**config.mk**
```make
export PLATFORM = sky130hd
export DESIGN_NAME = rr_mux_select_arbiter_flat
export DESIGN_NICKNAME = d
export VERILOG_FILES = /design/src/rtl/rr_mux_select_arbiter_pkg.sv /design/src/rtl/rr_mux_select_arbiter_if.sv /design/src/rtl/rr_mux_select_arbiter_pick.sv /design/src/rtl/rr_mux_select_arbiter.sv /design/src/flat_wrapper.sv
export SDC_FILE = /design/constraint.sdc
export NUM_CORES = 1
export LEC_CHECK = 0
export ABC_CLOCK_PERIOD_IN_PS = 2900
export CAP_MARGIN = 20
export CORE_AREA = 2 2 57 59
export CTS_CLUSTER_DIAMETER = 60
export DETAILED_ROUTE_END_ITERATION = 6
export DIE_AREA = 0 0 59 61
export GPL_TIMING_DRIVEN = 0
export PLACE_DENSITY = 0.73
export SKIP_CTS_REPAIR_TIMING = 1
export SYNTH_ARGS = -nofsm -noshare
export SYNTH_HDL_FRONTEND = slang
export SYNTH_SLANG_ARGS = --single-unit
export TNS_END_PERCENT = 50
```
**constraint.sdc**
```tcl
create_clock -name clk -period 2.9 [get_ports clk]
set_clock_uncertainty 0.05 [all_clocks]
set_input_delay 0.58 -clock clk [delete_from_list [all_inputs] [get_ports clk]]
set_output_delay 0.58 -clock clk [all_outputs]
set_load 0.005 [all_outputs]
```
**src/rtl/rr_mux_select_arbiter_pkg.sv**
```systemverilog
// Shared types and sizing helpers for the round-robin mux select arbiter.
// Holds the FSM state type, a clog2 helper and the modulo-N pointer step.
package mux_pkg;

    typedef enum logic {
        IDLE  = 1'b0,
        GRANT = 1'b1
    } state_t;

    function automatic int clog2(input int v);
        int r;
        r = 0;
        for (int i = 0; i < 31; i++) begin
            if ((1 << i) < v) r = i + 1;
        end
        return r;
    endfunction

    function automatic int unsigned inc_mod(input int unsigned v,
                                            input int unsigned n);
        return (v + 1 >= n) ? 0 : v + 1;
    endfunction

endpackage

```
**src/rtl/rr_mux_select_arbiter_if.sv**
```systemverilog
// Request/grant bundle between requesters, consumer and the arbiter.
// The slave side is the arbiter; the master side drives req/done.
interface rr_mux_select_arbiter_if #(
    parameter int N = 8,
    parameter int M = 3
);
    logic [N-1:0] req;
    logic         done;
    logic [M-1:0] sel;
    logic         grant_valid;
    logic [N-1:0] grant_onehot;
    logic         timeout;

    modport master (
        output req, done,
        input  sel, grant_valid, grant_onehot, timeout
    );

    modport slave (
        input  req, done,
        output sel, grant_valid, grant_onehot, timeout
    );
endinterface

```
**src/rtl/rr_mux_select_arbiter_pick.sv**
```systemverilog
// Rotating-priority first-one search over a doubled request vector.
// The window [ptr, ptr+N) of {req,req} makes the wrap modulo N.
module rr_priority_pick #(
    parameter int N = 8,
    parameter int M = 3
) (
    input  logic [N-1:0] req,
    input  logic [M-1:0] ptr,
    output logic [M-1:0] pick,
    output logic         any
);
    logic [2*N-1:0] dbl;

    // Scan downward so the lowest in-window set bit wins last.
    always_comb begin
        dbl  = {req, req};
        pick = '0;
        any  = 1'b0;
        for (int i = 2*N-1; i >= 0; i--) begin
            if (dbl[i] && i >= int'(ptr) && i < int'(ptr) + N) begin
                any  = 1'b1;
                pick = (i >= N) ? M'(i - N) : M'(i);
            end
        end
    end
endmodule

```
**src/rtl/rr_mux_select_arbiter.sv**
```systemverilog
// Round-robin grant FSM producing a registered N:1 mux select code.
// Grants lock until done or hold timeout, then re-pick with no bubble.
module rr_mux_select_arbiter
    import mux_pkg::*;
#(
    parameter int N       = 8,
    parameter int M       = 3,
    parameter int TIMEOUT = 15
) (
    input logic                  clk,
    input logic                  rst,
    rr_mux_select_arbiter_if.slave bus
);
    localparam int CW = clog2(TIMEOUT + 1) < 1 ? 1 : clog2(TIMEOUT + 1);

    state_t         state_q, state_d;
    logic [M-1:0]   sel_q, sel_d;
    logic [M-1:0]   ptr_q, ptr_d;
    logic [CW-1:0]  cnt_q, cnt_d;
    logic [N-1:0]   oh_q, oh_d;
    logic           tmo_q, tmo_d;
    logic [M-1:0]   nxt_ptr, pick_ptr, pick;
    logic           any, expire;

    assign nxt_ptr  = M'(inc_mod(32'(sel_q), N));
    assign pick_ptr = (state_q == GRANT) ? nxt_ptr : ptr_q;
    assign expire   = (cnt_q == CW'(TIMEOUT - 1));

    rr_priority_pick #(.N(N), .M(M)) u_pick (
        .req  (bus.req),
        .ptr  (pick_ptr),
        .pick (pick),
        .any  (any)
    );

    // State and datapath registers, cleared asynchronously.
    always_ff @(posedge clk or posedge rst) begin
        if (rst) begin
            state_q <= IDLE;
            sel_q   <= '0;
            ptr_q   <= '0;
            cnt_q   <= '0;
            oh_q    <= '0;
            tmo_q   <= 1'b0;
        end else begin
            state_q <= state_d;
            sel_q   <= sel_d;
            ptr_q   <= ptr_d;
            cnt_q   <= cnt_d;
            oh_q    <= oh_d;
            tmo_q   <= tmo_d;
        end
    end

    // Next state: grant on any request, release on done or expiry.
    always_comb begin
        state_d = state_q;
        sel_d   = sel_q;
        ptr_d   = ptr_q;
        cnt_d   = cnt_q;
        tmo_d   = 1'b0;
        unique case (state_q)
            IDLE: begin
                if (any) begin
                    state_d = GRANT;
                    sel_d   = pick;
                    cnt_d   = '0;
                end
            end
            GRANT: begin
                if (bus.done || expire) begin
                    ptr_d = nxt_ptr;
                    tmo_d = !bus.done;
                    cnt_d = '0;
                    if (any) begin
                        sel_d = pick;
                    end else begin
                        state_d = IDLE;
                    end
                end else begin
                    cnt_d = cnt_q + 1'b1;
                end
            end
            default: state_d = IDLE;
        endcase
        oh_d = (state_d == GRANT) ? (N'(1) << sel_d) : '0;
    end

    // Outputs come straight from registers.
    always_comb begin
        bus.sel          = sel_q;
        bus.grant_valid  = (state_q == GRANT);
        bus.grant_onehot = oh_q;
        bus.timeout      = tmo_q;
    end
endmodule

```
**src/flat_wrapper.sv**
```systemverilog
// flat-port wrapper written by rule: the top's interface ports become plain ports
module rr_mux_select_arbiter_flat import mux_pkg::*;
#(
    parameter int N       = 8,
    parameter int M       = 3,
    parameter int TIMEOUT = 15
)
  (clk, rst, bus_req, bus_done, bus_sel, bus_grant_valid, bus_grant_onehot, bus_timeout);
  rr_mux_select_arbiter_if #(.N(N), .M(M)) bus_i ();
  input logic clk;
  input logic rst;
  input wire logic [$bits(bus_i.req)-1:0] bus_req;
  input wire logic [$bits(bus_i.done)-1:0] bus_done;
  output wire logic [$bits(bus_i.sel)-1:0] bus_sel;
  output wire logic [$bits(bus_i.grant_valid)-1:0] bus_grant_valid;
  output wire logic [$bits(bus_i.grant_onehot)-1:0] bus_grant_onehot;
  output wire logic [$bits(bus_i.timeout)-1:0] bus_timeout;
  assign bus_i.req = bus_req;
  assign bus_i.done = bus_done;
  assign bus_sel = bus_i.sel;
  assign bus_grant_valid = bus_i.grant_valid;
  assign bus_grant_onehot = bus_i.grant_onehot;
  assign bus_timeout = bus_i.timeout;
  rr_mux_select_arbiter #(.N(N), .M(M), .TIMEOUT(TIMEOUT)) u_core (.clk(clk), .rst(rst), .bus(bus_i));
endmodule
```
==> out/results.ini, run 1 <==
[layout]
n_antenna_cell = 0
nNetsFinal = 196
multi_input_area_um2 = 854.6
nFillCells = 269
drive_gt1_share_pct = 18.78
seq_area_um2 = 503.0
layoutNonFillerInstCount = 214
fin_area_um2 = 1768
area_delta_synth_final_pct = 35.09

[critical_path]
endpoint_kind = flip-flop
cp.arrival_ns = 3.00
worstSetupPathType = flip-flop to flip-flop
timing.critical_path.cells = ha_4 -> nand2b_4 -> o211a_1 -> o31a_1 -> or3_4 -> o221a_1 -> a32oi_4 -> inv_4 -> a211oi_2
cp_slowest_stage_delay_ns = 0.47
r2r_setup_slack_ns = 0.08
cp_num_cells = 9
path_delay_family = compound AO/OA/AOI/OAI gates
slowest_stage = dfrtp_2
crit_buf_inv = 1
reg2reg_from = u_core.bus.sel[0]$_DFF_PP0_
ff2ff_path_depth = 9
start_kind = flip-flop
cp_max_fo = 5
rr_endpoint = u_core.bus.grant_onehot[5]$_DFF_PP0_
required_ns = 3.07

[logic_synthesis]
synth_compound_area_share_pct = 28.11
postSynthAreaPerCell_um2 = 8.843
ys.flop_type = dfrtp_1
ys_seq_area_share_pct = 38.24
ys_warn_count = 0
synth_mux_area_share_pct = 3.155
synthAdderAreaFrac_pct = 2.868
synth.distinct_cells = 52
synth_cells = 148
synth_nets = 162
synth_top_family_by_area = compound AO/OA/AOI/OAI gates
yosys.area_share.simple_pct = 24.86
netlist_area_um2 = 1309
ys_seq_elements = 20
postSynth.asyncResetShare_pct = 100.0
synth-edff-count = 0
synthXorXnorAreaFrac_pct = 0

[clock_network]
clock-sinks = 20
cts_tree = built
clk_pin_slew_ns = 0.11
clk_latency_ns = 0.30
cts_root_buf = clkbuf_4
numCtsBuffers = 3
clockBufferDepth = 2
h-tree-depth = 1

[floorplan]
rows = 20
initial_core_util_pct = 44.32
die_area_um2 = 3599
ios = 24
die_w_um = 59
dieHeight_um = 61
core_um2 = 2953

[worst_hold_path]
min_from = u_core.cnt_q[3]$_DFFE_PP0P_
whs_endpoint = u_core.cnt_q[3]$_DFFE_PP0P_
hp-class = flip-flop to flip-flop
min_path_cells = 1

[timing]
tns_ns = 0
slew_viol_final = 0
tightestPinTransition_ns = 0.7597
max_freq_ghz = 0.3541
period_share_pct = 97.39
setup_violations = 0
final-hold-violation-count = 0
fin_crit_ns = 2.824
hold_ws_ns = 0.4495
worst_slew_margin_rel_pct = 49.30

[placed_design]
placedCellCount = 204
portBuffers = 23
placed_cell_area_um2 = 1580
gp_congestion = 0.9502
place_hpwl_um = 2430

[grt]
grt_start_max_net_pins = 21
grt_pass1_vias = 1222
grt_pass1_wl_um = 5271
grt.overflow.total = 0
antenna_found_initial = 0
grtUsageTotal_pct = 19.19

[drt]
wirelength_um = 3387
ant_nets = 0
drc = 0
wl_per_cell_um = 15.83
drt-vias-per-instance = 6.098
route.vias.total = 1305
drt_iter0_markers = 63
drtPass1Iterations = 4

[pwr]
power.share.clock_pct = 13.0
p_leak_nw = 0.7249
ir_drop_mv = 0.4319
p_switching_mw = 0.7193
power_mw = 1.730
p_int_mw = 1.010
switching_share_pct = 41.59
power_density_nw_per_um2 = 978.3
share_comb_of_total_power_pct = 61.0
seqPwrFrac_pct = 26.0

[job]
maxCapViolations = 0

[status]
outcome = complete, no violations

-- registers in the layout (all words and copies together), names as in the netlist --
name and flops:
u_core.bus.grant_onehot 8, u_core.cnt_q 4, u_core.bus.sel 3, u_core.ptr_q 3, u_core.bus.grant_valid 1, u_core.bus.timeout 1
-- layer usage --
| layer | vias to the layer above | wire [um] | GRT usage (%) |
|---|---|---|---|
| met5 | - | 0 | 0 |
| met3 | 14 | 127 | 2.132 |
| met1 | 630 | 1470 | 23.53 |
| met4 | 0 | 118 | 9.416 |
| li1 | 623 | - | - |
| met2 | 38 | 1671 | 33.65 |
-- layout by cell type, fill, tap and decap left out, types with 2 or more instances in the layout --
cell type,instances
a211o_1,3
a211oi_1,3
a211oi_2,2
a21oi_1,3
a31oi_1,2
buf_2,2
buf_4,6
clkbuf_4,3
clkdlybuf4s50_1,22
dfrtp_1,18
dfrtp_2,2
ha_1,2
inv_1,5
mux2i_1,2
nand2_1,20
nand2b_1,6
nand3_1,2
nor2_1,11
nor2b_1,3
nor3_1,3
nor4_1,3
o21ai_0,13
o31ai_1,2
o32ai_1,2
or3b_2,2
-- worst max path at each step --
stage                                      from                              endpoint
floorplan           u_core.bus.sel[0]$_DFF_PP0_  u_core.bus.grant_onehot[0]$_DFF_PP0_
global placement                     bus_req[5]  u_core.bus.grant_onehot[4]$_DFF_PP0_
detailed placement                   bus_req[5]  u_core.bus.grant_onehot[0]$_DFF_PP0_
CTS                 u_core.bus.sel[0]$_DFF_PP0_  u_core.bus.grant_onehot[0]$_DFF_PP0_
global route        u_core.bus.sel[0]$_DFF_PP0_  u_core.bus.grant_onehot[5]$_DFF_PP0_
finish              u_core.bus.sel[0]$_DFF_PP0_  u_core.bus.grant_onehot[5]$_DFF_PP0_
-- kinds of logic after synthesis --
logic type               count (synthesis)
AND/OR/NAND/NOR                         62
flip-flops                              20
adder cells (fa/ha/maj)                  3
buffers and inverters                    9
multiplexers                             4
AO/OA/AOI/OAI                           50
-- synthesized netlist by cell type (3+ instances only) --
cell type	instances	area (um^2)
nor3_1	3	15.01
inv_1	5	18.77
nand2_1	20	75.07
o21ai_0	13	65.06
mux2i_1	3	30.03
nor2_1	11	41.29
nor2b_1	3	18.77
a211oi_1	5	37.54
a211o_1	3	26.28
nor4_1	5	31.28
o32ai_1	3	26.28
dfrtp_1	20	500.5
ha_1	3	37.54
a21oi_1	3	15.01
nand2b_1	6	37.54
-- power groups by stage --
stage | sequential [mW] | clock, mW | combinational [mW]
final | 0.450 | 0.225 | 1.05
after global routing | 0.461 | 0.239 | 1.14
after CTS | 0.440 | 0.227 | 0.854
after detailed placement | 0.445 | 0 | 0.845
after global placement | 0.439 | 0 | 0.827
after floorplan | 0.434 | 0 | 0.560
-- stage by stage --
step	worst slack (ns)	util, %
finish	0.07568	59.87
global route	-0.01642	59.87
CTS	-0.2350	55.30
detailed placement	-0.4380	53.52
global placement	-0.4251	53.52
floorplan	0.1011	-
-- cell type report --
type                            count  share of cell area, %
Timing Repair Buffer               29                  15.71
Multi-Input combinational cell    119                  48.34
Clock inverter                      1                  1.699
Tap cell                           33                  2.335
Sequential cell                    20                  28.45
Inverter                            6                  1.415
Clock buffer                        3                  1.274
Buffer                              3                 0.7785
(Power assumes the default switching activity.)
==> run 2, diff against run 1 <==
Settings changed: CAP_MARGIN 20 to 0, GPL_ROUTABILITY_DRIVEN set to 0.
==> run 2 against run 1 <==
  * Worst hold slack better by 0.014 ns
  * Highest routed layer unchanged
  * Sequential cell count stayed put
  * Worst setup slack got worse by 0.026 ns
  * Largest cell class unchanged
  * Sequential share of layout area is 0.45 points higher
  * Die area unchanged
  * Global-route usage down 0.12 points
  * Critical endpoint unchanged
==> out/results.ini, run 2 (synthesis results as in run 1) <==
[layout]
nFillCells = 257  ; was 269
n_antenna_cell = 0  ; unchanged
mostFrequentLayoutCells = 22 x clkdlybuf4s50_1, 20 x nand2_1, 18 x dfrtp_1, 13 x o21ai_0, 11 x nor2_1  ; unchanged
layoutNonFillerInstCount = 214  ; unchanged
nNetsFinal = 196  ; unchanged
largest_reg_flops = 8  ; unchanged
drive_gt1_share_pct = 17.68  ; was 18.78%
mostFrequentLayoutCell = clkdlybuf4s50_1  ; unchanged
area_delta_synth_final_pct = 32.98  ; was 35.09%

[drt]
drtPass1Iterations = 5  ; was 4
route.vias.total = 1270  ; was 1,305
wl_per_cell_um = 15.15  ; was 15.83 um
wirelength_um = 3243  ; was 3387 um
drt-vias-per-instance = 5.935  ; was 6.098
drc = 0  ; unchanged
ant_nets = 0  ; unchanged
drt_iter0_markers = 51  ; was 63

[worst_hold_path]
hp-class = flip-flop to flip-flop  ; unchanged

[clock_network]
h-tree-depth = 1  ; unchanged
clock-sinks = 20  ; unchanged
cts_root_buf = clkbuf_4  ; unchanged
clk_latency_ns = 0.31  ; was 0.30 ns
cts_tree = built  ; unchanged
numCtsBuffers = 3  ; unchanged
clk_pin_slew_ns = 0.12  ; was 0.11 ns
clockBufferDepth = 2  ; unchanged

[job]
maxCapViolations = 0  ; unchanged

[pwr]
power_mw = 1.673  ; was 1.730 mW
p_leak_nw = 0.7250  ; was 0.7249 nW
power_density_nw_per_um2 = 961.4  ; was 978.3 nW/um^2
ir_drop_mv = 0.4831  ; was 0.4319 mV

[timing]
tns_ns = 0  ; unchanged
fin_crit_ns = 2.850  ; was 2.824 ns
final-hold-violation-count = 0  ; unchanged
max_freq_ghz = 0.3509  ; was 0.3541 GHz
worst_slew_margin_rel_pct = 50.11  ; was 49.30%
slew_viol_final = 0  ; unchanged
tightestPinTransition_ns = 0.7475  ; was 0.7597 ns
setup_violations = 0  ; unchanged
period_share_pct = 98.28  ; was 97.39%

[critical_path]
endpoint_kind = flip-flop  ; unchanged
cp_max_fo = 5  ; unchanged
required_ns = 3.05  ; was 3.07 ns
start_kind = flip-flop  ; unchanged
cp.arrival_ns = 3.00  ; about the same
worstSetupPathType = flip-flop to flip-flop  ; unchanged

[status]
outcome = complete, no violations  ; unchanged

[grt]
grtUsageTotal_pct = 19.08  ; was 19.19%
grt_use_met2_pct = 32.22  ; was 33.65%
grt.busiest_layer = met2  ; unchanged
met1_usage_pct = 24.63  ; was 23.53%
grt.overflow.total = 0  ; unchanged
grt_start_max_net_pins = 21  ; unchanged
grt_pass1_vias = 1160  ; was 1,222
antenna_found_initial = 0  ; unchanged
met3_usage_pct = 1.706  ; was 2.132%
grt_pass1_wl_um = 5250  ; was 5271 um

[placed_design]
portBuffers = 23  ; unchanged
placedCellCount = 204  ; unchanged
place_hpwl_um = 2419  ; was 2430 um

[floorplan]
initial_core_util_pct = 44.32  ; unchanged
die_area_um2 = 3599  ; unchanged
die_w_um = 59  ; unchanged
core_um2 = 2953  ; unchanged
ios = 24  ; unchanged
rows = 20  ; unchanged
dieHeight_um = 61  ; unchanged

[run 2: power by group]
group | total (mW) | internal [mW] | switching (mW)
clock network | 0.228 | 0.140 | 0.0881
logic | 1.01 | 0.481 | 0.524
registers | 0.440 | 0.366 | 0.0737
total | 1.67 | 0.987 | 0.686
[run 2: stage by stage]
stage	worst slack (ns)	area, um^2	utilization, %	hold WS, ns
6_report	0.04989	1740	58.94	0.4635
5_1_grt	-0.02850	1740	58.94	0.5011
4_1_cts	-0.2576	1633	55.30	0.4564
3_5_place_dp	-0.5137	1580	53.52	0.4371
3_3_place_gp	-0.4261	1580	53.52	0.4146
2_1_floorplan	0.1011	1309	-	0.3949
[run 2: worst max-delay path, stage by stage (launching register included)]
cell and delay, ns:
dfrtp_2 0.45, ha_2 0.20, nand2b_4 0.15, o211a_1 0.24, o31a_1 0.33, or3_4 0.44, o221a_1 0.29, a32oi_4 0.25
inv_2 0.10, a211oi_1 0.25
[run 2: layer usage]
metal / vias to the layer above / share of wire (%)
li1: 624 / -
met1: 609 / 45
met5: - / 0
met2: 31 / 49
met3: 6 / 3.7
met4: 0 / 1.5
[run 2: worst paths after layout]
kind,from,endpoint,slack (ns),cells past startpoint
max reg2reg,u_core.bus.sel[0]$_DFF_PP0_,u_core.bus.grant_onehot[5]$_DFF_PP0_,0.05,9
max in group asynchronous,rst,u_core.bus.sel[1]$_DFF_PP0_,1.65,2
min in group asynchronous,rst,u_core.bus.grant_onehot[1]$_DFF_PP0_,0.64,2
max,u_core.bus.sel[0]$_DFF_PP0_,u_core.bus.grant_onehot[5]$_DFF_PP0_,0.05,9
min,u_core.cnt_q[3]$_DFFE_PP0P_,u_core.cnt_q[3]$_DFFE_PP0P_,0.46,1
min reg2reg,u_core.cnt_q[3]$_DFFE_PP0P_,u_core.cnt_q[3]$_DFFE_PP0P_,0.46,1
[run 2: final cells by class]
cell class	instances	area (um^2)	area share, %
multi-input combinational	119	829.5	47.66
sequential	20	503.0	28.90
timing repair buffer	29	277.8	15.96
tap	33	41.29	2.372
clock inverter	1	30.03	1.725
clock buffer	3	22.52	1.294
inverter	6	22.52	1.294
buffer	3	13.76	0.7908
==> run 3, diff against run 2 <==
Settings changed: ABC_CLOCK_PERIOD_IN_PS 2900 to not set, REMOVE_ABC_BUFFERS set to 1.
==> run 3 against run 2 <==
  * Die area is the same
  * Sequential share of layout area down 0.20 points
  * Non-clock buffer count is 4 lower
  * Sequential cell count unchanged
  * Combinational power grew 5%
  * Highest routed layer is now met3
==> out/results.ini, run 3 (synthesis results as in run 1) <==
[pwr]
p_leak_nw = 0.7152  ; was 0.7250 nW
power_density_nw_per_um2 = 987.5  ; was 961.4 nW/um^2
ir_drop_mv = 0.5563  ; was 0.4831 mV

[grt]
antenna_found_initial = 0  ; unchanged
grt_pass1_vias = 1160  ; unchanged
grtUsageTotal_pct = 19.46  ; was 19.08%
grt_start_max_net_pins = 21  ; unchanged
grt.overflow.total = 0  ; unchanged
grt_pass1_wl_um = 5388  ; was 5250 um

[drt]
drc = 0  ; unchanged
drt-vias-per-instance = 5.929  ; was 5.935
route.vias.total = 1245  ; was 1,270
drt_iter0_markers = 45  ; was 51
wirelength_um = 3263  ; was 3243 um
drtPass1Iterations = 4  ; was 5
ant_nets = 0  ; unchanged
wl_per_cell_um = 15.54  ; was 15.15 um

[floorplan]
initial_core_util_pct = 44.32  ; unchanged
dieHeight_um = 61  ; unchanged
ios = 24  ; unchanged
rows = 20  ; unchanged
die_area_um2 = 3599  ; unchanged
die_w_um = 59  ; unchanged
core_um2 = 2953  ; unchanged

[timing]
setup_violations = 0  ; unchanged
tightestPinTransition_ns = 0.7692  ; was 0.7475 ns
period_share_pct = 96.97  ; was 98.28%
final-hold-violation-count = 0  ; unchanged
worst_slew_margin_rel_pct = 48.66  ; was 50.11%
setup_ws_ns = 0.08781  ; was 0.04989 ns
fin_crit_ns = 2.812  ; was 2.850 ns
slew_viol_final = 0  ; unchanged
max_freq_ghz = 0.3556  ; was 0.3509 GHz

[placed_design]
pre_cts_slack_ns = -0.5006  ; was -0.5137 ns
placedCellCount = 201  ; was 204
portBuffers = 23  ; unchanged
placed_cell_area_um2 = 1567  ; was 1580 um^2
place_hpwl_um = 2380  ; was 2419 um

[worst_hold_path]
whs_endpoint = u_core.cnt_q[3]$_DFFE_PP0P_  ; unchanged
min_path_cells = 1  ; unchanged
hp-class = flip-flop to flip-flop  ; unchanged
min_from = u_core.cnt_q[3]$_DFFE_PP0P_  ; unchanged

[layout]
nFillCells = 254  ; was 257
largest_reg_flops = 8  ; unchanged
nNetsFinal = 192  ; was 196
mostFrequentLayoutCell = clkdlybuf4s50_1  ; unchanged
layoutNonFillerInstCount = 210  ; was 214
n_antenna_cell = 0  ; unchanged
mostFrequentLayoutCells = 22 x clkdlybuf4s50_1, 19 x nand2_1, 17 x dfrtp_1, 13 x o21ai_0, 10 x nor2_1  ; was 22 x clkdlybuf4s50_1, 20 x nand2_1, 18 x dfrtp_1, 13 x o21ai_0, 11 x nor2_1
drive_gt1_share_pct = 19.77  ; was 17.68%
area_delta_synth_final_pct = 34.23  ; was 32.98%
fin_area_um2 = 1757  ; was 1740 um^2

[clock_network]
h-tree-depth = 1  ; unchanged
clk_pin_slew_ns = 0.12  ; about the same
cts_tree = built  ; unchanged
clockBufferDepth = 2  ; unchanged
clock-sinks = 20  ; unchanged
clk_latency_ns = 0.30  ; was 0.31 ns
numCtsBuffers = 3  ; unchanged
cts_root_buf = clkbuf_4  ; unchanged

[critical_path]
endpoint_kind = flip-flop  ; unchanged
cp_max_fo = 5  ; unchanged
reg2reg_from = u_core.bus.sel[0]$_DFF_PP0_  ; unchanged
start_kind = flip-flop  ; unchanged
ff2ff_path_depth = 9  ; unchanged
worstSetupPathType = flip-flop to flip-flop  ; unchanged
rr_endpoint = u_core.bus.grant_onehot[4]$_DFF_PP0_  ; was u_core.bus.grant_onehot[5]$_DFF_PP0_
required_ns = 3.06  ; was 3.05 ns
critPathLaunch = u_core.bus.sel[0]$_DFF_PP0_  ; unchanged
r2r_setup_slack_ns = 0.09  ; was 0.05 ns
cp.arrival_ns = 2.98  ; was 3.00 ns

[job]
maxCapViolations = 0  ; unchanged

[status]
outcome = complete, no violations  ; unchanged

-- run 3: critical path, cell delays in order, from the launching register on --
cell and delay (ns):
dfrtp_2 0.47, ha_2 0.20, nand2b_4 0.15, o211a_1 0.24
o31a_1 0.32, or3_4 0.43, o221a_1 0.28, a32oi_4 0.32
inv_4 0.11, nor4_4 0.15
-- run 3: power by group --
| part | total [mW] | switching (mW) | internal, mW |
|---|---|---|---|
| logic | 1.06 | 0.560 | 0.500 |
| clock network | 0.228 | 0.0888 | 0.140 |
| registers | 0.447 | 0.0803 | 0.366 |
| total | 1.73 | 0.729 | 1.01 |
-- run 3: final cells by class --
type	count	area (um^2)	share of cell area, %
clock buffer	3	22.52	1.282
sequential	20	504.2	28.70
timing repair buffer	28	270.3	15.38
tap	33	41.29	2.350
clock inverter	1	30.03	1.709
inverter	6	25.02	1.425
multi-input combinational	119	863.3	49.15
-- run 3: layer usage --
layer	share of wire, %	vias up	GRT usage [%]
li1	-	618	-
met1	46	594	25.76
met2	49	33	33.65
met3	4.8	0	4.691
met4	0	0	1.948
met5	0	-	0
-- run 3: worst max-delay path by stage --
| stage | end | slack [ns] | cells past startpoint |
|---|---|---|---|
| after floorplan | u_core.bus.grant_onehot[0]$_DFF_PP0_ | 0.10 | 9 |
| after global placement | u_core.bus.grant_onehot[0]$_DFF_PP0_ | -0.44 | 9 |
| after detailed placement | u_core.bus.grant_onehot[0]$_DFF_PP0_ | -0.50 | 9 |
| after CTS | u_core.bus.grant_onehot[0]$_DFF_PP0_ | -0.29 | 9 |
| after global routing | u_core.bus.grant_onehot[0]$_DFF_PP0_ | -0.01 | 9 |
| final | u_core.bus.grant_onehot[4]$_DFF_PP0_ | 0.09 | 9 |
-- run 3: through the flow --
| step | power, mW | setup TNS, ns | hold WS, ns | utilization, % |
|---|---|---|---|---|
| after global placement | 1.262 | -3.057 | 0.4126 | 53.05 |
| after detailed placement | 1.292 | -3.479 | 0.4299 | 53.05 |
| after floorplan | 0.9927 | 0 | 0.3949 | - |
| final | 1.735 | 0 | 0.4550 | 59.49 |
| after global routing | 1.858 | -0.01405 | 0.4877 | 59.49 |
| after CTS | 1.530 | -1.615 | 0.4460 | 54.83 |
